`src/rtl/ucode_sequencer.sv`:
```
// ucode_sequencer: T-state counter, microcode ROM address former and microword decoder with ALU flag register and jump resolve.
// Latency: strobes and jmp are combinational from udata (zero cycles); tstate and flags update on the next rising edge.
// Backpressure: with UCODE_STALL_EN defined, stall freezes tstate/flags and masks input strobes, RT, PP and jmp; otherwise stall is ignored.
module ucode_sequencer #(
    parameter int TBITS  = 3,
    parameter int OPBITS = 8
) (
    input  logic                    clk,
    input  logic                    reset,
    input  logic [OPBITS-1:0]       opcode,
    input  logic [15:0]             udata,
    input  logic                    alu_z,
    input  logic                    alu_lt,
    input  logic                    alu_c,
    input  logic                    stall,
    output logic [OPBITS+TBITS-1:0] uaddr,
    output logic [TBITS-1:0]        tstate,
    output logic                    EO_bar,
    output logic                    PO_bar,
    output logic                    IOH_bar,
    output logic                    IOL_bar,
    output logic                    RO,
    output logic                    DO,
    output logic                    MI_bar,
    output logic                    II_bar,
    output logic                    XI_bar,
    output logic                    YI_bar,
    output logic                    RI,
    output logic                    DI,
    output logic                    RT,
    output logic                    PP,
    output logic [5:0]              ALU_flags,
    output logic                    jmp
);

    localparam logic [TBITS-1:0] T_LAST = '1;

    logic [TBITS-1:0] tstate_q, tstate_d;
    logic             z_q, lt_q, c_q;
    logic             z_d, lt_d, c_d;
    logic             hold;
    logic             unused_rsvd;

    logic             eo_sel, po_sel, ioh_sel, iol_sel, ro_sel, do_sel;
    logic             mi_stb, ii_stb, xi_stb, yi_stb, ri_stb, di_stb;
    logic             rt_dec, pp_dec, jmp_dec;
    logic [5:0]       alu_flags_dec;

`ifdef UCODE_STALL_EN
    assign hold        = stall;
    assign unused_rsvd = ^udata[1:0];
`else
    assign hold        = 1'b0;
    assign unused_rsvd = ^{stall, udata[1:0]};
`endif

    // Microword decode; reset silences every strobe regardless of udata.
    always_comb begin
        eo_sel        = 1'b0;
        po_sel        = 1'b0;
        ioh_sel       = 1'b0;
        iol_sel       = 1'b0;
        ro_sel        = 1'b0;
        do_sel        = 1'b0;
        mi_stb        = 1'b0;
        ii_stb        = 1'b0;
        xi_stb        = 1'b0;
        yi_stb        = 1'b0;
        ri_stb        = 1'b0;
        di_stb        = 1'b0;
        rt_dec        = 1'b0;
        pp_dec        = 1'b0;
        jmp_dec       = 1'b0;
        alu_flags_dec = 6'h00;
        if (!reset) begin
            if (!udata[15]) begin
                eo_sel        = 1'b1;
                alu_flags_dec = udata[14:9];
            end else begin
                case (udata[14:12])
                    3'b000:  po_sel  = 1'b1;
                    3'b001:  ioh_sel = 1'b1;
                    3'b010:  iol_sel = 1'b1;
                    3'b011:  ro_sel  = 1'b1;
                    3'b110:  do_sel  = 1'b1;
                    default: ;
                endcase
            end
            if (!hold) begin
                case (udata[8:6])
                    3'b001:  mi_stb = 1'b1;
                    3'b010:  ii_stb = 1'b1;
                    3'b011:  ri_stb = 1'b1;
                    3'b100:  xi_stb = 1'b1;
                    3'b101:  yi_stb = 1'b1;
                    3'b110:  di_stb = 1'b1;
                    default: ;
                endcase
                // RT/PP share bit positions with ALU flags, so they only count when EO is off.
                rt_dec  = udata[15] & udata[11];
                pp_dec  = udata[15] & udata[10];
                jmp_dec = (udata[5] & c_q) | (udata[4] & z_q) | (udata[2] & lt_q)
                        | (udata[3] & ~z_q & ~lt_q);
            end
        end
    end

    always_comb begin
        tstate_d = tstate_q;
        z_d      = z_q;
        lt_d     = lt_q;
        c_d      = c_q;
        if (reset) begin
            tstate_d = '0;
            z_d      = 1'b0;
            lt_d     = 1'b0;
            c_d      = 1'b0;
        end else if (!hold) begin
            if (rt_dec || tstate_q == T_LAST) begin
                tstate_d = '0;
            end else begin
                tstate_d = tstate_q + TBITS'(1);
            end
            if (eo_sel) begin
                z_d  = alu_z;
                lt_d = alu_lt;
                c_d  = alu_c;
            end
        end
    end

    always_ff @(posedge clk) begin
        tstate_q <= tstate_d;
        z_q      <= z_d;
        lt_q     <= lt_d;
        c_q      <= c_d;
    end

    assign uaddr     = {opcode, tstate_q};
    assign tstate    = tstate_q;
    assign EO_bar    = ~eo_sel;
    assign PO_bar    = ~po_sel;
    assign IOH_bar   = ~ioh_sel;
    assign IOL_bar   = ~iol_sel;
    assign RO        = ro_sel;
    assign DO        = do_sel;
    assign MI_bar    = ~mi_stb;
    assign II_bar    = ~ii_stb;
    assign XI_bar    = ~xi_stb;
    assign YI_bar    = ~yi_stb;
    assign RI        = ri_stb;
    assign DI        = di_stb;
    assign RT        = rt_dec;
    assign PP        = pp_dec;
    assign ALU_flags = alu_flags_dec;
    assign jmp       = jmp_dec;

endmodule
```
`config.mk`:
```
export PLATFORM = sky130hd
export DESIGN_NAME = ucode_sequencer
export DESIGN_NICKNAME = d
export VERILOG_FILES = /design/src/rtl/ucode_sequencer.sv
export SDC_FILE = /design/constraint.sdc
export NUM_CORES = 1
export LEC_CHECK = 0
export BUFFER_PORTS_ARGS = -buffer_cell sky130_fd_sc_hd__buf_2
export CAP_MARGIN = 20
export CORE_UTILIZATION = 35
export CTS_BUF_LIST = sky130_fd_sc_hd__clkbuf_8
export CTS_CLUSTER_SIZE = 10
export DETAILED_ROUTE_END_ITERATION = 16
export PLACE_DENSITY = 0.87
export SLEW_MARGIN = 20
export SYNTH_ARGS = -nofsm -noshare
export SYNTH_HDL_FRONTEND = slang
export SYNTH_SLANG_ARGS = --single-unit
```
`constraint.sdc`:
```
create_clock -name clk -period 1.8 [get_ports clk]
set_input_delay 0.09 -clock clk [delete_from_list [all_inputs] [get_ports clk]]
set_output_delay 0.09 -clock clk [all_outputs]
set_load 0.005 [all_outputs]
```
==> results.ini, run 1 <==
[power_and_ir_drop]
leakage_uw = 0.000384
p_per_area_nw_per_um2 = 624
irDropWorstVdd_mv = 0.415

[clocking]
clk_pin_slew_ps = 40
cts_root_buffer = clkbuf_8
cts_max_level = 1
ctsResizeCount = 0
post-cts-setup-buffer-count = 0
cts_sinks = 6
cts_tree = yes
clk_latency_ps = 220
cts_buffers = 3
cts_buffer_depth = 2
cts_hold_buf = 0

[detailed_routing]
via_per_inst = 4.60
drt-wirelength-per-cell_um = 9.57
final_antenna_net_count = 0
drtPass1Iterations = 2
drt-total-wl_um = 1060
vias = 511
drc = 0
drt-initial-drc-count = 4

[grt]
antenna_found_initial = 0
first_global_vias = 401
grt_pass1_wl_um = 1480
grt_use_total_pct = 14.0
grt_max_degree = 11
grt_overflow = 0

[sta]
relSlewSlack_pct = 77.4
min_period_over_period_pct = 75.9
fmax_mhz = 732
tns_ps = 0
finalHoldViolations = 0
min_period_ps = 1370
clock_skew_ps = 1.68
rsz0062_at_grt = false
slew_violations = 0
worstMarginPinSlew_ps = 338
fin_hold_ws_ps = 107
setup_viol = 0

[place]
hpwl_um = 898
dp.cells = 108
place.gp.congestion = 0.653
portBuffers = 45

[finish]
final_common_cell = buf_2
antenna-diode-count = 0
fin_util_pct = 52.3
nets = 130
area_growth_pct = 34.8
drive_gt1_share_pct = 53.1
final_cells = 111
layout_common_cells = buf_2 (45), and2_1 (10), dfxtp_1 (6)

[yosys]
syn-instance-count = 61
synth.avg_cell_area_um2 = 8.49
syn_nets = 93
ys_seq_area_share_pct = 23.2
synth.distinct_cells = 23
yosys_register_bits = 6
syn_area_um2 = 518
yosysWarnings = 0

[critical_path]
crit_slowest_cell = or3b_2
worstRegToRegCells = 4
rr_endpoint = tstate[0]$_SDFF_PP0_
critPathRequiredTime_ps = 1710
r2r_start = tstate[0]$_SDFF_PP0_
ff2ff_setup_slack_ps = 580
cp_top_family = simple AND/OR/NAND/NOR gates
critPathMaxFanout = 3
cp.arrival_ps = 1280
crit_path_start_kind = flip-flop
path_cells = or3b_2, a31oi_1, buf_2
max_stage_delay_ps = 460
crit_buf_inv = 1
critPathKind = flip-flop to output port
startpoint = z_q$_SDFFE_PP0P_
cp-end-kind = output port
crit_end = jmp
path_depth = 3

[floorplanning]
core_area_um2 = 1330
rows = 13
dieArea_um2 = 1640
die_y_um = 40.5
initial_utilization_pct = 38.8
fp.dieW_um = 40.5
pin_count = 65

[min_path]
worstHoldPathType = input port to flip-flop

[status]
status = finished clean

[flow_run]
cap_violations = 0

==> cell usage after synthesis <==
cell | count | area (um^2)
nand2_1 | 2 | 7.51
nand3b_1 | 3 | 22.5
inv_1 | 1 | 3.75
a31oi_1 | 1 | 6.26
or3b_2 | 1 | 8.76
nor3b_4 | 1 | 18.8
or3_1 | 1 | 6.26
ha_1 | 2 | 25.0
nor3b_1 | 2 | 15.0
dfxtp_1 | 6 | 120
a22oi_1 | 1 | 7.51
mux2i_1 | 3 | 30.0
and2_1 | 10 | 62.6
buf_4 | 11 | 82.6
nor2_1 | 5 | 18.8
nand2b_1 | 1 | 6.26
or3b_1 | 1 | 8.76
a211oi_1 | 1 | 7.51
nor2b_1 | 3 | 18.8
and3_1 | 1 | 6.26
nand3_1 | 1 | 5.00
buf_6 | 2 | 22.5
and3_2 | 1 | 7.51
==> cell families (layout without fill, tap and decap cells) <==
kind of cell / count (synthesis) / count (layout) / share of synthesized area [%]
buffers and inverters: 14 / 49 / 21.0
AO/OA/AOI/OAI: 3 / 3 / 4.11
multiplexers: 3 / 3 / 5.80
AND/OR/NAND/NOR: 33 / 33 / 41.1
flip-flops: 6 / 6 / 23.2
adder cells (fa/ha/maj): 2 / 2 / 4.83
==> metal layers <==
| layer | global-route usage [%] | wire length (um) | up-vias |
|---|---|---|---|
| met5 | 0 | 0 | - |
| met4 | 9.17 | 11 | 0 |
| met3 | 6.11 | 109 | 4 |
| met2 | 23.4 | 538 | 31 |
| met1 | 13.8 | 403 | 213 |
| li1 | - | - | 263 |
==> final cells by class <==
type,instances,area [um^2]
fill,129,636
timing repair buffer,45,225
inverter,1,3.75
clock buffer,3,41.3
sequential,6,120
tap,15,18.8
multi-input combinational,41,289
==> flip-flops by register name, indices dropped and copies added, names as in the netlist <==
signal / count
c_q: 1
lt_q: 1
tstate: 3
z_q: 1
==> worst reg2reg max path, stage by stage (launching register included) <==
cell,delay [ps]
dfxtp_1,320
ha_1,200
ha_1,170
a211oi_1,290
nor2b_1,170
==> per-stage QoR <==
| stage | power (uW) | cell area [um^2] | worst slack (ps) |
|---|---|---|---|
| floorplan | 215 | 518 | 667 |
| global placement | 239 | 657 | 594 |
| detailed placement | 241 | 657 | 583 |
| CTS | 444 | 698 | 429 |
| global route | 467 | 698 | 343 |
| finish | 436 | 698 | 433 |
==> worst min path at each step <==
| stage | startpoint | endpoint | slack [ps] | cells after the start |
|---|---|---|---|---|
| after floorplan | udata[6] | DI | 210 | 1 |
| after global placement | opcode[7] | uaddr[10] | 180 | 0 |
| after detailed placement | opcode[7] | uaddr[10] | 180 | 0 |
| after CTS | alu_c | c_q$_SDFFE_PP0P_ | 110 | 3 |
| after global routing | alu_z | z_q$_SDFFE_PP0P_ | 140 | 3 |
| final | alu_c | c_q$_SDFFE_PP0P_ | 110 | 3 |
==> where the power goes <==
part | switching, uW | internal (uW) | leakage (uW) | total [uW]
registers | 5.67 | 142 | 0.0000494 | 148
clock network | 54.2 | 143 | 0.0000216 | 197
logic | 40.2 | 50.2 | 0.000313 | 90.4
(Power assumes the default switching activity.)
==> run 2: changes to the inputs <==
--- a/config.mk
+++ b/config.mk
@@ -5,13 +5,14 @@
 export SDC_FILE = /design/constraint.sdc
 export NUM_CORES = 1
 export LEC_CHECK = 0
+export ABC_AREA = 1
 export BUFFER_PORTS_ARGS = -buffer_cell sky130_fd_sc_hd__buf_2
 export CAP_MARGIN = 20
-export CORE_UTILIZATION = 35
+export CORE_UTILIZATION = 33
 export CTS_BUF_LIST = sky130_fd_sc_hd__clkbuf_8
 export CTS_CLUSTER_SIZE = 10
 export DETAILED_ROUTE_END_ITERATION = 16
-export PLACE_DENSITY = 0.87
+export PLACE_DENSITY = 0.82
 export SLEW_MARGIN = 20
 export SYNTH_ARGS = -nofsm -noshare
 export SYNTH_HDL_FRONTEND = slang
==> constraint.sdc (replaced) <==
create_clock -name clk -period 1.4 [get_ports clk]
set_input_delay 0.07 -clock clk [delete_from_list [all_inputs] [get_ports clk]]
set_output_delay 0.07 -clock clk [all_outputs]
set_load 0.005 [all_outputs]
==> results.ini, run 2 <==
[min_path]
worstHoldPathType = input port to flip-flop

[floorplanning]
pin_count = 65
dieArea_um2 = 1740
rows = 13
fp.dieW_um = 41.8
core_area_um2 = 1380
initial_utilization_pct = 37.7
die_y_um = 41.8

[critical_path]
critPathKind = flip-flop to flip-flop
crit_path_start_kind = flip-flop
cp.arrival_ps = 1220
critPathRequiredTime_ps = 1560
critPathMaxFanout = 4
cp-end-kind = flip-flop

[finish]
layout_common_cells = buf_2 (45), nor2_1 (18), nand2_1 (13)
area_growth_pct = 36.7
final_common_cell = buf_2
drive_gt1_share_pct = 44.9
antenna-diode-count = 0
largest_reg_flops = 3
nets = 152
fillers = 158

[sta]
fmax_mhz = 940
worstMarginPinSlew_ps = 219
clock_skew_ps = 0.0472
tns_ps = 0
setup_ws_ps = 337
finalHoldViolations = 0
min_period_ps = 1060
slew_violations = 0
setup_viol = 0
rsz0062_at_grt = false
relSlewSlack_pct = 85.2
min_period_over_period_pct = 75.9

[grt]
grt_use_total_pct = 14.9
grt_max_degree = 11
grt_overflow = 0
antenna_found_initial = 0
first_global_vias = 496
grt_pass1_wl_um = 2030

[power_and_ir_drop]
irDropWorstVdd_mv = 0.461
leakage_uw = 0.000427
power_uw = 581
p_per_area_nw_per_um2 = 814

[yosys]
ys_seq_area_share_pct = 23.0
synth_most_common_cell = nor2_1
synth.avg_cell_area_um2 = 6.36
synth_top_cells_by_area = dfxtp_1 (23%), buf_4 (16%), nor2_1 (13%)
syn_nets = 114
async_flop_share_pct = 0
yosys_register_bits = 6
synth_top_area_share_pct = 23.0
yosys-top-cells-count = nor2_1 (18), nand2_1 (13), nand3_1 (12), buf_4 (11), inv_1 (10)
syn-instance-count = 82
synth.distinct_cells = 16
synth-edff-count = 0
syn_area_um2 = 522
synthFlopType = dfxtp_1
synth.largest_area_cell = dfxtp_1
yosysWarnings = 0

[detailed_routing]
vias = 617
via_per_inst = 4.64
drc = 0
drt-wirelength-per-cell_um = 9.25
final_antenna_net_count = 0
drt-total-wl_um = 1230
drtPass1Iterations = 4
drt-initial-drc-count = 13

[clocking]
post-cts-setup-buffer-count = 0
cts_tree = yes
cts_root_buffer = clkbuf_8
cts_sinks = 6
cts_max_level = 1
cts_buffer_depth = 2
ctsResizeCount = 0
clk_latency_ps = 220
cts_hold_buf = 0
cts_buffers = 3
clk_pin_slew_ps = 40

[place]
pre_cts_slack_ps = 344
place.gp.congestion = 0.778
hpwl_um = 1010
portBuffers = 45

[status]
status = finished clean

[flow_run]
cap_violations = 0

## run 2: kinds of logic (layout without fill, tap and decap cells)
logic type               Yosys count  in the layout  share of synthesized area (%)
AO/OA/AOI/OAI                      1              1                          0.958
adder cells (fa/ha/maj)            2              2                           4.80
AND/OR/NAND/NOR                   50             50                           44.4
flip-flops                         6              6                           23.0
buffers and inverters             23             59                           26.9
## run 2: metrics by stage
stage / util [%] / cells / instance area, um^2 / hold WS, ps
detailed placement: 48.6 / 130 / 672 / 140
CTS: 51.6 / 133 / 713 / 68.9
global route: 51.6 / 133 / 713 / 74.4
finish: 51.6 / 133 / 713 / 66.5
floorplan: - / 82 / 522 / 175
global placement: 48.6 / 130 / 672 / 140
## run 2: report_power, final
group          leakage (uW)  internal [uW]  switching (uW)
Sequential        0.0000494            183            7.19
Combinational      0.000356           58.7            71.2
Clock             0.0000216            185            76.1
## run 2: area by class of cell
type	count	area, um^2	share of cell area (%)
tap	15	18.8	2.63
clock buffer	3	41.3	5.79
inverter	11	46.3	6.49
multi-input combinational	53	262	36.7
timing repair buffer	45	225	31.6
sequential	6	120	16.8
## run 2: worst paths after layout
check	from	end	slack (ps)	cells after the start
worst max-delay path	tstate[0]$_SDFF_PP0_	tstate[0]$_SDFF_PP0_	340	4
worst min-delay path	alu_c	c_q$_SDFFE_PP0P_	70	3
worst max register to register	tstate[0]$_SDFF_PP0_	tstate[0]$_SDFF_PP0_	340	4
worst min register to register	tstate[0]$_SDFF_PP0_	tstate[0]$_SDFF_PP0_	470	1
## run 2: metal layers
metal | share of wire (%) | wire [um] | GRT usage, % | vias up
li1 | - | - | - | 321
met1 | 42 | 512 | 18.8 | 256
met2 | 45 | 550 | 20.3 | 36
met3 | 12 | 152 | 5.65 | 4
met4 | 1.1 | 14 | 11.0 | 0
met5 | 0 | 0 | 0 | -
## run 2: worst max-delay path: stages, from the launching register on
cell	delay (ps)
dfxtp_1	320
ha_1	210
ha_1	160
nand3b_1	200
nor2_1	110
